`config.mk`:
```
export PLATFORM = sky130hd
export DESIGN_NAME = prog_loader
export DESIGN_NICKNAME = d
export VERILOG_FILES = /design/src/rtl/prog_loader.sv
export SDC_FILE = /design/constraint.sdc
export NUM_CORES = 1
export LEC_CHECK = 0
export CORE_ASPECT_RATIO = 1.75
export CORE_MARGIN = 1.5
export CORE_UTILIZATION = 55
export DETAILED_ROUTE_END_ITERATION = 6
export MAX_ROUTING_LAYER = met4
export PLACE_DENSITY = 0.83
export SLEW_MARGIN = 10
export SYNTH_ARGS = -nofsm -noshare
export SYNTH_HDL_FRONTEND = slang
export SYNTH_SLANG_ARGS = --single-unit
```
`constraint.sdc`:
```
create_clock -name clk -period 2.5 [get_ports clk]
set_input_delay 0.625 -clock clk [delete_from_list [all_inputs] [get_ports clk]]
set_output_delay 0.625 -clock clk [all_outputs]
set_load 0.02 [all_outputs]
```
`src/rtl/prog_loader.sv`:
```
// Boot-time program loader: receives a framed byte stream (length, 16-bit words,
// XOR checksum), writes program memory from address 0, and releases the CPU on success.
module prog_loader #(
  parameter int unsigned AW   = 10,
  parameter int unsigned MAXW = 1024
) (
  input  logic          clk,
  input  logic          reset,
  input  logic [7:0]    rx_data,
  input  logic          rx_valid,
  output logic          rx_ready,
  input  logic          skip_load,
  output logic          mem_we,
  output logic [AW-1:0] mem_addr,
  output logic [15:0]   mem_wdata,
  output logic          cpu_hold,
  output logic          done,
  output logic          err
);

  typedef enum logic [2:0] {
    LEN_HI,
    LEN_LO,
    DATA_HI,
    DATA_LO,
    CHK,
    RUN,
    ERR
  } state_t;

  localparam logic [16:0] MAX_WORDS = 17'(MAXW);

  state_t      state;
  logic [15:0] len;
  logic [AW:0] idx;
  logic [7:0]  chk;
  logic [7:0]  hi;

  logic        accept;
  logic [15:0] len_n;
  logic [AW:0] idx_nx;

  always_comb begin
    unique case (state)
      LEN_HI:                    rx_ready = !skip_load;
      LEN_LO, DATA_HI, DATA_LO,
      CHK:                       rx_ready = 1'b1;
      default:                   rx_ready = 1'b0;
    endcase
  end

  assign accept = rx_valid && rx_ready;
  assign len_n  = {len[15:8], rx_data};
  assign idx_nx = idx + 1'b1;

  always_ff @(posedge clk) begin
    if (!reset) begin
      state     <= LEN_HI;
      len       <= '0;
      idx       <= '0;
      chk       <= '0;
      hi        <= '0;
      mem_we    <= 1'b0;
      mem_addr  <= '0;
      mem_wdata <= '0;
      cpu_hold  <= 1'b1;
      done      <= 1'b0;
      err       <= 1'b0;
    end else begin
      mem_we <= 1'b0;
      unique case (state)
        LEN_HI: begin
          // skip takes priority; rx_ready is already low so no byte is consumed
          if (skip_load) begin
            state    <= RUN;
            cpu_hold <= 1'b0;
            done     <= 1'b1;
          end else if (accept) begin
            len[15:8] <= rx_data;
            chk       <= chk ^ rx_data;
            state     <= LEN_LO;
          end
        end
        LEN_LO: if (accept) begin
          len[7:0] <= rx_data;
          chk      <= chk ^ rx_data;
          if (len_n == '0) begin
            state <= CHK;
          end else if ({1'b0, len_n} > MAX_WORDS) begin
            state <= ERR;
            err   <= 1'b1;
          end else begin
            state <= DATA_HI;
          end
        end
        DATA_HI: if (accept) begin
          hi    <= rx_data;
          chk   <= chk ^ rx_data;
          state <= DATA_LO;
        end
        DATA_LO: if (accept) begin
          chk       <= chk ^ rx_data;
          mem_we    <= 1'b1;
          mem_addr  <= idx[AW-1:0];
          mem_wdata <= {hi, rx_data};
          idx       <= idx_nx;
          state     <= (16'(idx_nx) == len) ? CHK : DATA_HI;
        end
        CHK: if (accept) begin
          if (rx_data == chk) begin
            state    <= RUN;
            cpu_hold <= 1'b0;
            done     <= 1'b1;
          end else begin
            state <= ERR;
            err   <= 1'b1;
          end
        end
        default: ;
      endcase
    end
  end

endmodule

```
Word level (Yosys, flattened, before mapping)
Cells that the tools add are included.
{"block": "totals", "reg_bits": 76, "latch_bits": 0, "ram_bits": 0, "romBits": 0, "in_bits": 12, "output_inout_bits": 31, "word_cells": 82, "memories": 0}
{"block": "op_classes", "addsub": 1, "multipliers": 0, "div_mod_pow": 0, "order_cmp": 1, "eq_ne": 17, "shift": 0, "n_mux": 30, "bitwise_logic": 2, "n_reduce_logical": 19}
{"op": "$mux W3", "n": 9}
{"op": "$ne A2 B2 Y1 const B", "n": 10}
{"op": "$eq A11 B16 Y1", "n": 1}
{"op": "$gt A16 B11 Y1 const B", "n": 1}
{"op": "$logic_not A16 Y1", "n": 1}
{"op": "$mux W8", "n": 2}
{"op": "$pmux W8 S2", "n": 1}
{"op": "$pmux W3 S5", "n": 1}
{"op": "$mux W1", "n": 12}
{"op": "$reduce_and A6 Y1", "n": 2}
{"op": "$add A11 B1 Y11 const B", "n": 1}
{"op": "$reduce_and A2 Y1", "n": 5}
{"op": "$eq A8 B8 Y1", "n": 1}
{"op": "$pmux W1 S2", "n": 4}
{"op": "$xor A8 B8 Y8", "n": 1}
{"op": "$eq A3 B2 Y1 const B", "n": 2}
{"op": "$reduce_bool A2 Y1", "n": 3}
{"op": "$reduce_bool A5 Y1", "n": 1}
{"op": "$reduce_and A4 Y1", "n": 1}
{"op": "$reduce_or A4 Y1", "n": 1}
{"op": "$eq A3 B1 Y1 const B", "n": 1}
{"op": "$eq A3 B3 Y1 const B", "n": 1}
{"op": "$logic_not A3 Y1", "n": 1}
{"op": "$ne A3 B3 Y1 const B", "n": 1}
{"op": "other kinds (6)", "n": 6}

Longest topological paths before layout
{"block": "depth", "word_depth": 7, "mapped_depth": 8}

Worst setup path after synthesis
Ideal clock, no wire load.
{"block": "synth_timing", "path_type": "register -> register", "startpoint": "reg idx[0]", "endpoint": "reg state[1]", "setup_ps": 120, "arrival_ps": 1934, "required_ps": 2380, "slack_ps": 446, "path_stages_with_launch": 8, "synth_period_minus_slack_ps": 2054, "path_cell_list": "dfxtp_1 > ha_1 > nand3_4 > nor3_1 > o31ai_1 > a221o_1 > a211o_1 > a211o_1"}
{"block": "synth_via", "elab_chain_len": 5}
{"element": "start, declared", "line": "35", "source": "logic [AW:0] idx;"}
{"element": "start signal, assigned", "line": "106", "source": "idx <= idx_nx;"}
{"element": "$add A11 B1 Y11", "line": "54", "source": "assign idx_nx = idx + 1'b1;"}
{"element": "$eq A11 B16 Y1", "line": "107", "source": "state <= (16'(idx_nx) == len) ? CHK : DATA_HI;"}
{"element": "$mux W3", "line": "107"}
{"element": "$mux W3", "line": "101", "source": "DATA_LO: if (accept) begin"}
{"element": "$pmux W3 S5", "line": "71", "source": "unique case (state)"}
{"element": "end signal, assigned", "line": "107"}
{"element": "end, declared", "line": "33", "source": "state_t state;"}
Every way passes these cells. The select of a mux whose other input is x is not followed.
A chain may end at the register's enable or synchronous reset.

Worst setup path in the final report
{"block": "layout_timing", "startpoint": "in skip_load", "endpoint": "out rx_ready"}
{"block": "layout_via", "elab_chain_len": 2}
{"element": "start, declared", "line": "12", "source": "input logic skip_load,"}
{"element": "$logic_not A1 Y1", "line": "45", "source": "LEN_HI: rx_ready = !skip_load;"}
{"element": "$pmux W1 S2", "line": "44", "source": "unique case (state)"}
{"element": "end, declared", "line": "11", "source": "output logic rx_ready,"}
Every way passes these cells.

==> metrics.md <==
| Metric | Value |
|---|---|
| Status | `completed` |
| CTS Buf Count | `9` |
| Tcrit/Tclk final | `95.0%` |
| ANT nets after route | `0` |
| Leakage | `0.00154 uW` |
| Post-route setup TNS | `0 ns` |
| Worst vdd ir | `0.507 mV` |
| Clk sinks | `76` |
| Post-synth ARST share | `0%` |
| Share of the synthesized area in the top cell type | `43.0%` |
| Die Area | `6940 sq um` |
| Worst r2r src | `idx[1]` |
| Routed wire length | `8010 um` |
| Initial Util | `56.8%` |
| Min-delay worst type | `flop to flop` |
| Worst Tran Pin Value | `0.447 ns` |
| Hold path endpoint | `hi[5]` |
| Achievable Freq | `421 MHz` |
| Post-DP HPWL | `5750 um` |
| # setup viols final | `0` |
| Later-pin clock latency in the skew report | `0.34 ns` |
| Layout cell share with drive strength beyond 1 | `9.70%` |
| Antenna diode count | `0` |
| Crit path time final | `2.37 ns` |
| Critical path capture point type | `output port` |
| Register-to-Register Path Depth | `7` |
| Mean Syn Cell Area | `8.42 sq um` |
| CP required | `1.88 ns` |
| Layout Skew | `0.00492 ns` |
| Commonest non-fill, non-tap cell in the layout | `nand2_1` |
| DR vias/cell | `5.44` |
| Pwr/cell area | `663 nW/um^2` |
| # port buffers | `42` |
| # fillers | `501` |
| Hold Slack | `0.465 ns` |
| Nets | `483` |
| Pins over their slew limit | `0` |
| Largest net degree at the start of global routing | `57` |
| FF-to-FF setup slack | `0.24 ns` |
| Total Power | `2880 uW` |
| Hold Path Stages | `2` |
| Clock Path Buffers | `2` |
| DRT Pass-1 Iters | `4` |
| Yosys warning count | `0` |
| Hold path startpoint | `hi[5]` |
| Vias | `3011` |
| CTS H-Tree Depth | `3` |
| Grt total ovfl | `0` |
| Cell Area, Synth | `3540 sq um` |
| Post-synthesis cell count | `420` |
| Placer's final routability congestion estimate | `0.890` |
| Top cells by area, synth | `dfxtp_1 (43%), nand2_1 (11%), a21boi_0 (9.6%)` |
| Reg clk slew, reported paths | `0.07 ns` |
| Antenna violations before repair | `0` |
| Drc violations | `0` |
| Core area | `6230 sq um` |
| R2R Path End | `state[1]` |
| DR WL/cell | `14.5 um` |
| Die height | `109 um` |
| Most frequent cells in the layout | `nand2_1 (108), dfxtp_1 (76), a21boi_0 (45)` |
| Synth unique cells | `43` |
| Global-route wire length before repair | `13400 um` |
| Setup Buffers After CTS | `0` |
| Syn_nets | `433` |
| EDFF count, synth | `0` |
| Die extent in x | `63.6 um` |
| Final Hold Viols | `0` |
| Most used DFF post-synth | `dfxtp_1` |
| RSZ-0062 raised after global routing | `no` |
| # rows | `38` |
| CTS root buf | `clkbuf_8` |
| Cell accounting for the most synthesized area | `dfxtp_1` |
| CTS tree | `done` |
| Vias in the first global route | `2917` |
| Max_cap viols | `0` |
| Synth-to-layout area growth | `22.9%` |
| Setup CP Type | `input port to output port` |
| I/O pin count | `43` |
| Total GRT Usage | `25.7%` |
| CP startpoint kind | `input port` |
| Crit path max fanout | `2` |
| Seq/Total Area, Yosys | `43.0%` |
| Drt initial violations | `180` |
| Crit path DAT | `1.75 ns` |
| Post-synthesis register bit count | `76` |
| Slew headroom | `70.0%` |
routing by layer:
metal / wire length, um / global-route usage, % / up-vias
li1: - / - / 1484
met5: 0 / - / -
met1: 3130 / 26.8 / 1426
met3: 265 / 4.23 / 31
met4: 344 / 16.0 / 0
met2: 4270 / 45.0 / 70
state kept, by name, summed over array words and instances, names as in the netlist:
signal / flops
state: 3
err: 1
mem_wdata: 16
mem_we: 1
idx: 11
mem_addr: 10
len: 16
chk: 8
done: 1
cpu_hold: 1
hi: 8
critical path: stages:
cell and delay, ns:
clkdlybuf4s50_1 0.42, nor2b_1 0.15, mux2i_1 0.19, dlygate4sd2_1 0.36
Yosys cell counts (2+ instances only):
| library cell | count |
|---|---|
| o21a_1 | 3 |
| o21ai_0 | 8 |
| nor3_1 | 9 |
| nand3_1 | 6 |
| a21boi_0 | 45 |
| mux2i_1 | 9 |
| nor4_1 | 5 |
| dfxtp_1 | 76 |
| nand2_1 | 108 |
| clkbuf_1 | 22 |
| a211o_1 | 2 |
| inv_1 | 6 |
| or3_1 | 5 |
| xnor2_1 | 32 |
| buf_2 | 8 |
| nand2b_1 | 3 |
| a21oi_1 | 6 |
| nand4_1 | 2 |
| xor2_1 | 6 |
| and2_1 | 16 |
| nor2b_1 | 12 |
| nor2_1 | 10 |
per-stage QoR:
| step | worst slack, ns | cell area [sq um] | utilization (%) | instances |
|---|---|---|---|---|
| final | 0.126 | 4350 | 69.8 | 554 |
| after global routing | 0.0704 | 4350 | 69.8 | 554 |
| after CTS | 0.128 | 4350 | 69.8 | 554 |
| after detailed placement | -0.150 | 4160 | 66.8 | 539 |
| after global placement | -0.122 | 4160 | 66.8 | 539 |
| after floorplan | 0.446 | 3540 | - | 420 |
worst max-delay path by stage:
stage                   start        to  slack [ns]  cells past startpoint
floorplan              idx[0]  state[1]        0.45                      7
global placement    skip_load  rx_ready       -0.12                      4
detailed placement  skip_load  rx_ready       -0.15                      4
CTS                 skip_load  rx_ready        0.13                      4
global route        skip_load  rx_ready        0.07                      4
finish              skip_load  rx_ready        0.13                      4
logic make-up after synthesis:
logic type | Yosys count | share of synthesized area (%)
multiplexers | 9 | 2.55
buffers and inverters | 36 | 4.10
flip-flops | 76 | 43.0
XOR/XNOR | 38 | 9.41
AND/OR/NAND/NOR | 185 | 25.3
AO/OA/AOI/OAI | 75 | 15.3
adder cells (fa/ha/maj) | 1 | 0.354
timing repair:
action / in CTS / in global routing
gates resized for setup: 1 / 0
endpoints found under the setup margin: 1 / 0
hold buffers: 0 / 0
layout make-up:
class                   instances  area (sq um)  area share (%)
clock buffers                  13           149            3.43
clock inverters                 2          35.0           0.806
inverters                       6          22.5           0.518
multi-input cells             308          1880            43.2
flip-flops and latches         76          1520            35.0
well taps                      80           100            2.30
repair buffers                 69           642            14.8
power breakdown:
part / internal, uW / switching (uW)
registers: 1290 / 64.2
clock network: 483 / 408
logic: 288 / 342
(Power assumes the default switching activity.)
